===== src/rtl/conv5x5_window_feeder.sv =====
// Raster pixel stream to 5x5 sliding windows (valid-only, no border padding).
// Four line buffers feed a 5x5 shift window; a single registered output stage holds each window.
module conv5x5_window_feeder #(
    parameter int unsigned DATA_W = 8,
    parameter int unsigned IMG_W  = 32,
    parameter int unsigned IMG_H  = 32
) (
    input  logic                  clk,
    input  logic                  rst_n,
    input  logic                  pix_valid,
    output logic                  pix_ready,
    input  logic [DATA_W-1:0]     pix_data,
    input  logic                  pix_sof,
    output logic                  win_valid,
    input  logic                  win_ready,
    output logic [25*DATA_W-1:0]  win_data,
    output logic                  frame_done
);

    localparam int unsigned CW = $clog2(IMG_W);
    localparam int unsigned RW = $clog2(IMG_H);
    localparam logic [CW-1:0] ColLast = CW'(IMG_W - 1);
    localparam logic [RW-1:0] RowLast = RW'(IMG_H - 1);

    logic [CW-1:0] col_q, col_cur;
    logic [RW-1:0] row_q, row_cur;
    logic          accept, last_col, last_row, complete;

    logic [DATA_W-1:0] lb1 [IMG_W];
    logic [DATA_W-1:0] lb2 [IMG_W];
    logic [DATA_W-1:0] lb3 [IMG_W];
    logic [DATA_W-1:0] lb4 [IMG_W];

    logic [25*DATA_W-1:0] wnd_q, wnd_d;
    logic [5*DATA_W-1:0]  new_col;

    always_comb begin
        pix_ready = !win_valid || win_ready;
        accept    = pix_valid && pix_ready;
        // A start-of-frame pixel is always treated as (0,0), whatever the counters say.
        col_cur   = pix_sof ? '0 : col_q;
        row_cur   = pix_sof ? '0 : row_q;
        last_col  = (col_cur == ColLast);
        last_row  = (row_cur == RowLast);
        complete  = (row_cur >= RW'(4)) && (col_cur >= CW'(4));
        // Entry wr of the new column sits at [DATA_W*wr +: DATA_W]; wr=0 is the oldest row.
        new_col   = {pix_data, lb1[col_cur], lb2[col_cur], lb3[col_cur], lb4[col_cur]};
        wnd_d     = '0;
        for (int wr = 0; wr < 5; wr++) begin
            for (int wc = 0; wc < 4; wc++) begin
                wnd_d[DATA_W*(5*wr+wc) +: DATA_W] = wnd_q[DATA_W*(5*wr+wc+1) +: DATA_W];
            end
            wnd_d[DATA_W*(5*wr+4) +: DATA_W] = new_col[DATA_W*wr +: DATA_W];
        end
    end

    // Storage is not reset: completeness gating guarantees stale contents never reach win_data.
    always_ff @(posedge clk) begin
        if (accept) begin
            lb4[col_cur] <= lb3[col_cur];
            lb3[col_cur] <= lb2[col_cur];
            lb2[col_cur] <= lb1[col_cur];
            lb1[col_cur] <= pix_data;
            wnd_q        <= wnd_d;
        end
    end

    always_ff @(posedge clk or negedge rst_n) begin
        if (!rst_n) begin
            col_q      <= '0;
            row_q      <= '0;
            win_valid  <= 1'b0;
            win_data   <= '0;
            frame_done <= 1'b0;
        end else begin
            frame_done <= accept && last_col && last_row;
            if (accept) begin
                col_q     <= last_col ? '0 : col_cur + CW'(1);
                row_q     <= last_col ? (last_row ? '0 : row_cur + RW'(1)) : row_cur;
                win_valid <= complete;
                if (complete) begin
                    win_data <= wnd_d;
                end
            end else if (win_ready) begin
                win_valid <= 1'b0;
            end
        end
    end

endmodule

===== config.mk =====
export PLATFORM = sky130hd
export DESIGN_NAME = conv5x5_window_feeder
export DESIGN_NICKNAME = d
export VERILOG_FILES = /design/src/rtl/conv5x5_window_feeder.sv
export SDC_FILE = /design/constraint.sdc
export NUM_CORES = 1
export LEC_CHECK = 0
export ABC_AREA = 0
export BUFFER_PORTS_ARGS = -buffer_cell sky130_fd_sc_hd__buf_2
export CAP_MARGIN = 20
export CORE_AREA = 2 2 326 328
export DETAILED_ROUTE_END_ITERATION = 10
export DIE_AREA = 0 0 328 330
export GPL_ROUTABILITY_DRIVEN = 0
export PLACE_DENSITY_LB_ADDON = 0.08
export SYNTH_ARGS = -nofsm -noshare
export SYNTH_HDL_FRONTEND = slang
export SYNTH_SLANG_ARGS = --single-unit

===== constraint.sdc =====
create_clock -name clk -period 8.84 [get_ports clk]
set_input_delay 1.326 -clock clk [delete_from_list [all_inputs] [get_ports clk]]
set_output_delay 1.326 -clock clk [all_outputs]
set_load 0.05 [all_outputs]

==> results of run 1 <==
layer usage:
metal / global-route usage (%) / vias to the layer above / routed length, um
li1: - / 11976 / -
met1: 39.6 / 15160 / 61200
met2: 44.0 / 1687 / 71000
met3: 7.06 / 304 / 15400
met4: 11.0 / 14 / 5970
met5: 0 / - / 92
stage by stage:
stage | instances | cell area, um2
finish | 4659 | 60800
global route | 4657 | 60800
CTS | 4647 | 60500
detailed placement | 4384 | 56000
global placement | 4384 | 56000
floorplan | 2861 | 53000
where the power goes:
group | leakage, nW | switching (mW) | internal (mW)
logic | 5.85 | 2.11 | 0.764
registers | 13.6 | 0.279 | 7.98
clock network | 2.20 | 2.49 | 3.32
total | 21.7 | 4.88 | 12.1
state kept, by name (all words and copies together), names as in the netlist, 5 cells and up:
signal / count
row_q: 5
lb2: 256
lb4: 256
col_q: 5
wnd_q: 160
win_data: 200
lb1: 256
lb3: 256
worst min path at each step:
stage	startpoint	endpoint	slack (ps)	cells past startpoint
CTS	wnd_q[189]	wnd_q[181]	440	0
detailed placement	wnd_q[191]	wnd_q[183]	430	0
global route	wnd_q[198]	wnd_q[190]	450	0
global placement	wnd_q[184]	wnd_q[176]	420	0
floorplan	wnd_q[108]	wnd_q[100]	420	0
finish	wnd_q[150]	wnd_q[142]	440	0
critical path, stage by stage, from the launching register on:
cell and delay (ps):
dfrtp_4 870, buf_4 800, nor2b_1 210, buf_4 310
inv_1 100, or3_1 710, nor2_4 890, buf_4 490
logic make-up (layout without fill, tap and decap cells):
group | Yosys count | in the layout | share of synthesized area (%)
buffers and inverters | 180 | 585 | 1.66
AOI/OAI and AO/OA | 388 | 388 | 5.12
and+or+nand+nor | 422 | 422 | 4.07
other | 0 | 2 | 0
DFF | 1396 | 1396 | 77.1
adders and majority gates | 4 | 4 | 0.0945
muxes | 471 | 471 | 11.9
cell usage in the layout (no fill, tap or decap), types with 8 or more instances in the layout:
| cell | Yosys | final |
|---|---|---|
| o21ai_0 | 31 | 31 |
| clkbuf_8 | 0 | 11 |
| nor3_1 | 9 | 8 |
| nand3_1 | 39 | 39 |
| buf_4 | 15 | 88 |
| dfrtp_1 | 212 | 209 |
| nand2b_1 | 9 | 9 |
| buf_2 | 98 | 213 |
| nor2_1 | 89 | 54 |
| a21oi_1 | 121 | 121 |
| a22oi_1 | 59 | 59 |
| mux2i_1 | 171 | 171 |
| nor3b_1 | 21 | 21 |
| clkinv_2 | 0 | 16 |
| nand2_1 | 105 | 105 |
| a211oi_1 | 16 | 16 |
| clkbuf_1 | 47 | 44 |
| mux2_2 | 190 | 190 |
| edfxtp_1 | 1184 | 1184 |
| buf_16 | 0 | 8 |
| mux4_2 | 110 | 110 |
| clkbuf_16 | 0 | 149 |
| o221ai_1 | 43 | 43 |
| clkinv_1 | 1 | 25 |
| a221oi_1 | 60 | 60 |
| nor2_4 | 0 | 33 |
| nor2b_1 | 112 | 110 |
cell type report:
| type | count | area (um2) | area share, % |
|---|---|---|---|
| Inverter | 7 | 33.8 | 0.0556 |
| Sequential cell | 1396 | 40900 | 67.3 |
| Clock buffer | 204 | 4050 | 6.66 |
| Clock inverter | 59 | 464 | 0.764 |
| Multi-Input combinational cell | 1285 | 11600 | 19.0 |
| Tap cell | 1391 | 1740 | 2.86 |
| Timing Repair Buffer | 315 | 2040 | 3.36 |
| Antenna cell | 2 | 5.00 | 0.00824 |
==> flow_summary.yaml, run 1 <==
status:
  status: "finished, final reports clean"
critical_path:
  startpoint_type: "flip-flop"
  critPathKind: "flip-flop to flip-flop"
  regToRegSetupSlack_ps: 3910
  r2r_end: "lb3[29][0]"
  cp_data_required_time_ps: 9230
  setup.worst_path.end: "lb3[29][0]"
  crit_fanout: 53
  reg2reg_from: "col_q[0]"
  critPathLaunch: "col_q[0]"
  crit_arrival_ps: 5320
  endpoint_kind: "flip-flop"
  ff2ff_path_depth: 7
synth:
  synth_most_common_cell: "edfxtp_1"
  postSynthCellCount: 2861
  synth_cell_types: 57
  syn_nets: 2878
  synth_top_cells_by_area: "edfxtp_1, dfrtp_1, mux4_2"
  synth-edff-count: 1184
  synth_top_cell_by_area: "edfxtp_1"
  synth_top_cells_by_count: "edfxtp_1, dfrtp_1, mux2_2"
  async_reset_ff_share_pct: 15.2
  ys_warn_count: 0
  avgSynthCellArea_um2: 18.5
  netlist_area_mm2: 0.0530
  ys.flop_type: "edfxtp_1"
  synth-seq-area-share_pct: 77.1
  synth_top_area_share_pct: 67.1
  synth_seq_cells: 1396
cells_and_area:
  num-nets-final: 3166
  fillerInstances: 7857
  syn2layout_area_growth_pct: 14.7
  final_util_pct: 58.1
  layout-drive-gt1-share_pct: 26.5
routing:
  routed_wl_um: 154000
  avgRoutedWirePerCell_um: 33.0
  routed-via-count: 29141
  firstDrtPassIters: 5
  drt_iter0_markers: 3663
  viasPerCell: 6.25
  antenna_left: 0
  drc: 0
global_routing:
  antenna_found_initial: 11
  grt-ovfl-total: 0
  grt_pass1_vias: 28554
  grt_max_degree: 189
  grt_usage_pct: 28.5
  grt_pass1_wl_um: 216000
placed_design:
  pre_cts_slack_ps: 3660
  portBuffers: 215
  dp_hpwl_um: 88400
pwr:
  power.density_mw_per_mm2: 279
  p_leak_nw: 21.7
  peakVddDrop_uv: 183
  finalPower_mw: 16.9
floorplan:
  boundaryPins: 216
  num_rows: 119
  core-area_mm2: 0.105
  dieArea_mm2: 0.108
  die_y_um: 330
  die_w_um: 328
  start_util_pct: 50.6
clock_tree:
  numCtsBuffers: 144
  cts-htree-levels: 4
  cts_setup_buffers: 0
  clkLatencyLatePin_ps: 750
  clockBufferDepth: 3
  cts_tree: "built"
  root_buffer: "clkbuf_16"
  cts_resized: 0
  clk_pin_slew_ps: 60
  cts.sinks: 1396
  holdBufCountCts: 0
sta:
  finalSetupViolCount: 0
  fin_ws_ps: 3910
  max_slew_margin_pct: 20.1
  period_needed_ps: 4930
  finalMaxSlewViolations: 0
  max_freq_ghz: 0.203
  finalHoldViolCount: 0
  setup_tns_ps: 0
  fin_skew_ps: 26.9
  worstMarginPinSlew_ps: 1200
  rsz0062_at_grt: "false"
  fin_crit_sh_pct: 55.7
  worst_hold_slack_ps: 440
min_path:
  hold_path_class: "flip-flop to flip-flop"
flow_run:
  cap_viol_max_count: 0
Power figures use the tool's default switching activity.
==> run 2: changes to the inputs <==
==> constraint.sdc (replaced) <==
create_clock -name clk -period 4.1 [get_ports clk]
set_input_delay 0.615 -clock clk [delete_from_list [all_inputs] [get_ports clk]]
set_output_delay 0.615 -clock clk [all_outputs]
set_load 0.05 [all_outputs]
==> flow_summary.yaml, run 2 (synthesis results as in run 1) <==
min_path:
  hold_path_class: "input pin to flip-flop"
critical_path:
  startpoint_type: "flip-flop"
  crit_fanout: 45
  slowest_stage: "dfrtp_4"
  crit_chain: "nor2b_2 > buf_4 > buf_4 > a221oi_1 > a21oi_1 > o22ai_1 > a221oi_2 > nand2_1 > buf_4"
  crit_path_max_incr_delay_ps: 960
  critPathKind: "flip-flop to flip-flop"
  endpoint_kind: "flip-flop"
  crit_top_cell: "buf_4"
  crit_arrival_ps: 4380
  cp_data_required_time_ps: 4550
  critPathTopFamily: "compound AO/OA/AOI/OAI gates"
  crit_buf_inv: 3
floorplan:
  core-area_mm2: 0.105
  die_w_um: 328
  dieArea_mm2: 0.108
  num_rows: 119
  start_util_pct: 50.6
  boundaryPins: 216
  die_y_um: 330
routing:
  avgRoutedWirePerCell_um: 32.8
  drc: 0
  drt_iter0_markers: 3994
  viasPerCell: 6.29
  routed-via-count: 29934
  antenna_left: 0
  firstDrtPassIters: 6
  routed_wl_um: 156000
sta:
  max_slew_margin_pct: 23.7
  max_freq_ghz: 0.255
  finalHoldViolCount: 0
  finalMaxSlewViolations: 0
  fin_skew_ps: 20.6
  fin_crit_sh_pct: 95.8
  finalSetupViolCount: 0
  setup_tns_ps: 0
  rsz0062_at_grt: "false"
  worstMarginPinSlew_ps: 1140
  period_needed_ps: 3930
cells_and_area:
  num-nets-final: 3265
  final_common_cell: "edfxtp_1"
  fillerInstances: 7789
  multi_input_area_mm2: 0.0116
  final_cells: 4761
  layout-drive-gt1-share_pct: 28.5
  area.sequential_mm2: 0.0409
  syn2layout_area_growth_pct: 16.6
  final_cell_area_mm2: 0.0618
  final_util_pct: 59.0
  final_cell_mix: "edfxtp_1, buf_2, dfrtp_1, mux2_2, mux2i_1"
placed_design:
  dp_hpwl_um: 94000
  numPlacedInstances: 4491
  placed_area_mm2: 0.0571
  portBuffers: 215
pwr:
  p_leak_nw: 22.2
  peakVddDrop_uv: 385
  power.density_mw_per_mm2: 595
  finalPower_mw: 36.8
status:
  status: "finished, final reports clean"
global_routing:
  grt_pass1_wl_um: 222000
  antenna_found_initial: 11
  grt_usage_pct: 29.1
  grt_pass1_vias: 29363
  grt_max_degree: 156
  grt-ovfl-total: 0
clock_tree:
  cts-htree-levels: 4
  root_buffer: "clkbuf_16"
  cts_setup_buffers: 0
  cts.sinks: 1396
  clkLatencyLatePin_ps: 750
  cts_tree: "built"
  numCtsBuffers: 145
  clk_pin_slew_ps: 60
  clockBufferDepth: 3
flow_run:
  cap_viol_max_count: 0
run 2: changes by cell type in the layout (fill, tap and decap cells not counted), moves of 2 or more:
cell / before / now
buf_4: 88 / 168
inv_6: 7 / 3
diode_2: 2 / 5
bufinv_16: 4 / 9
clkbuf_1: 44 / 49
buf_12: 2 / 29
clkbuf_16: 149 / 152
buf_8: 3 / 1
clkinv_8: 3 / 1
buf_16: 8 / 0
clkbuf_8: 11 / 7
inv_16: 2 / 0
run 2: per-layer routing:
layer / vias up / GRT usage, % / part of all wire (%)
met5: - / 0 / 0.0083
met2: 1746 / 45.4 / 47
met1: 15701 / 41.3 / 40
li1: 12178 / - / -
met4: 2 / 10.4 / 3.6
met3: 307 / 5.61 / 10
run 2: cell type report:
cell class,count,area share [%]
clock buffers,208,6.61
diodes,5,0.0203
flip-flops and latches,1396,66.2
repair buffers,413,4.77
inverters,7,0.0547
multi-input cells,1285,18.7
clock inverters,56,0.816
well taps,1391,2.82
run 2: timing repair:
action                                 4_1_cts  5_1_grt
setup endpoints to repair                   33        0
hold buffers                                 1        0
resized for setup                            1        0
endpoints found under the hold margin       81        0
run 2: stage by stage:
stage / hold slack [ps] / setup WS [ps]
after floorplan: 319 / 76.1
after global placement: 425 / -185
after detailed placement: 431 / -168
after CTS: 228 / 250
after global routing: 316 / 101
final: 269 / 173
run 2: worst min-delay path, cell delays in order:
cell and delay, ps:
buf_2 70, nand2b_1 190, o31ai_1 100
run 2: power breakdown:
part	total [mW]	switching, mW	leakage, nW	internal (mW)
clock	12.8	5.30	2.24	7.48
combinational	6.22	4.50	6.36	1.72
sequential	17.8	0.592	13.6	17.2
run 2: worst paths after layout:
path	from	to	slack, ps	cells past startpoint
setup / recovery	col_q[1]	lb2[4][7]	170	9
hold / removal	win_ready	win_valid	270	3
setup reg to reg	col_q[1]	lb2[4][7]	170	9
hold reg to reg	wnd_q[197]	wnd_q[189]	440	0
max in group asynchronous	rst_n	win_data[114]	2370	3
min in group asynchronous	rst_n	win_data[125]	510	2
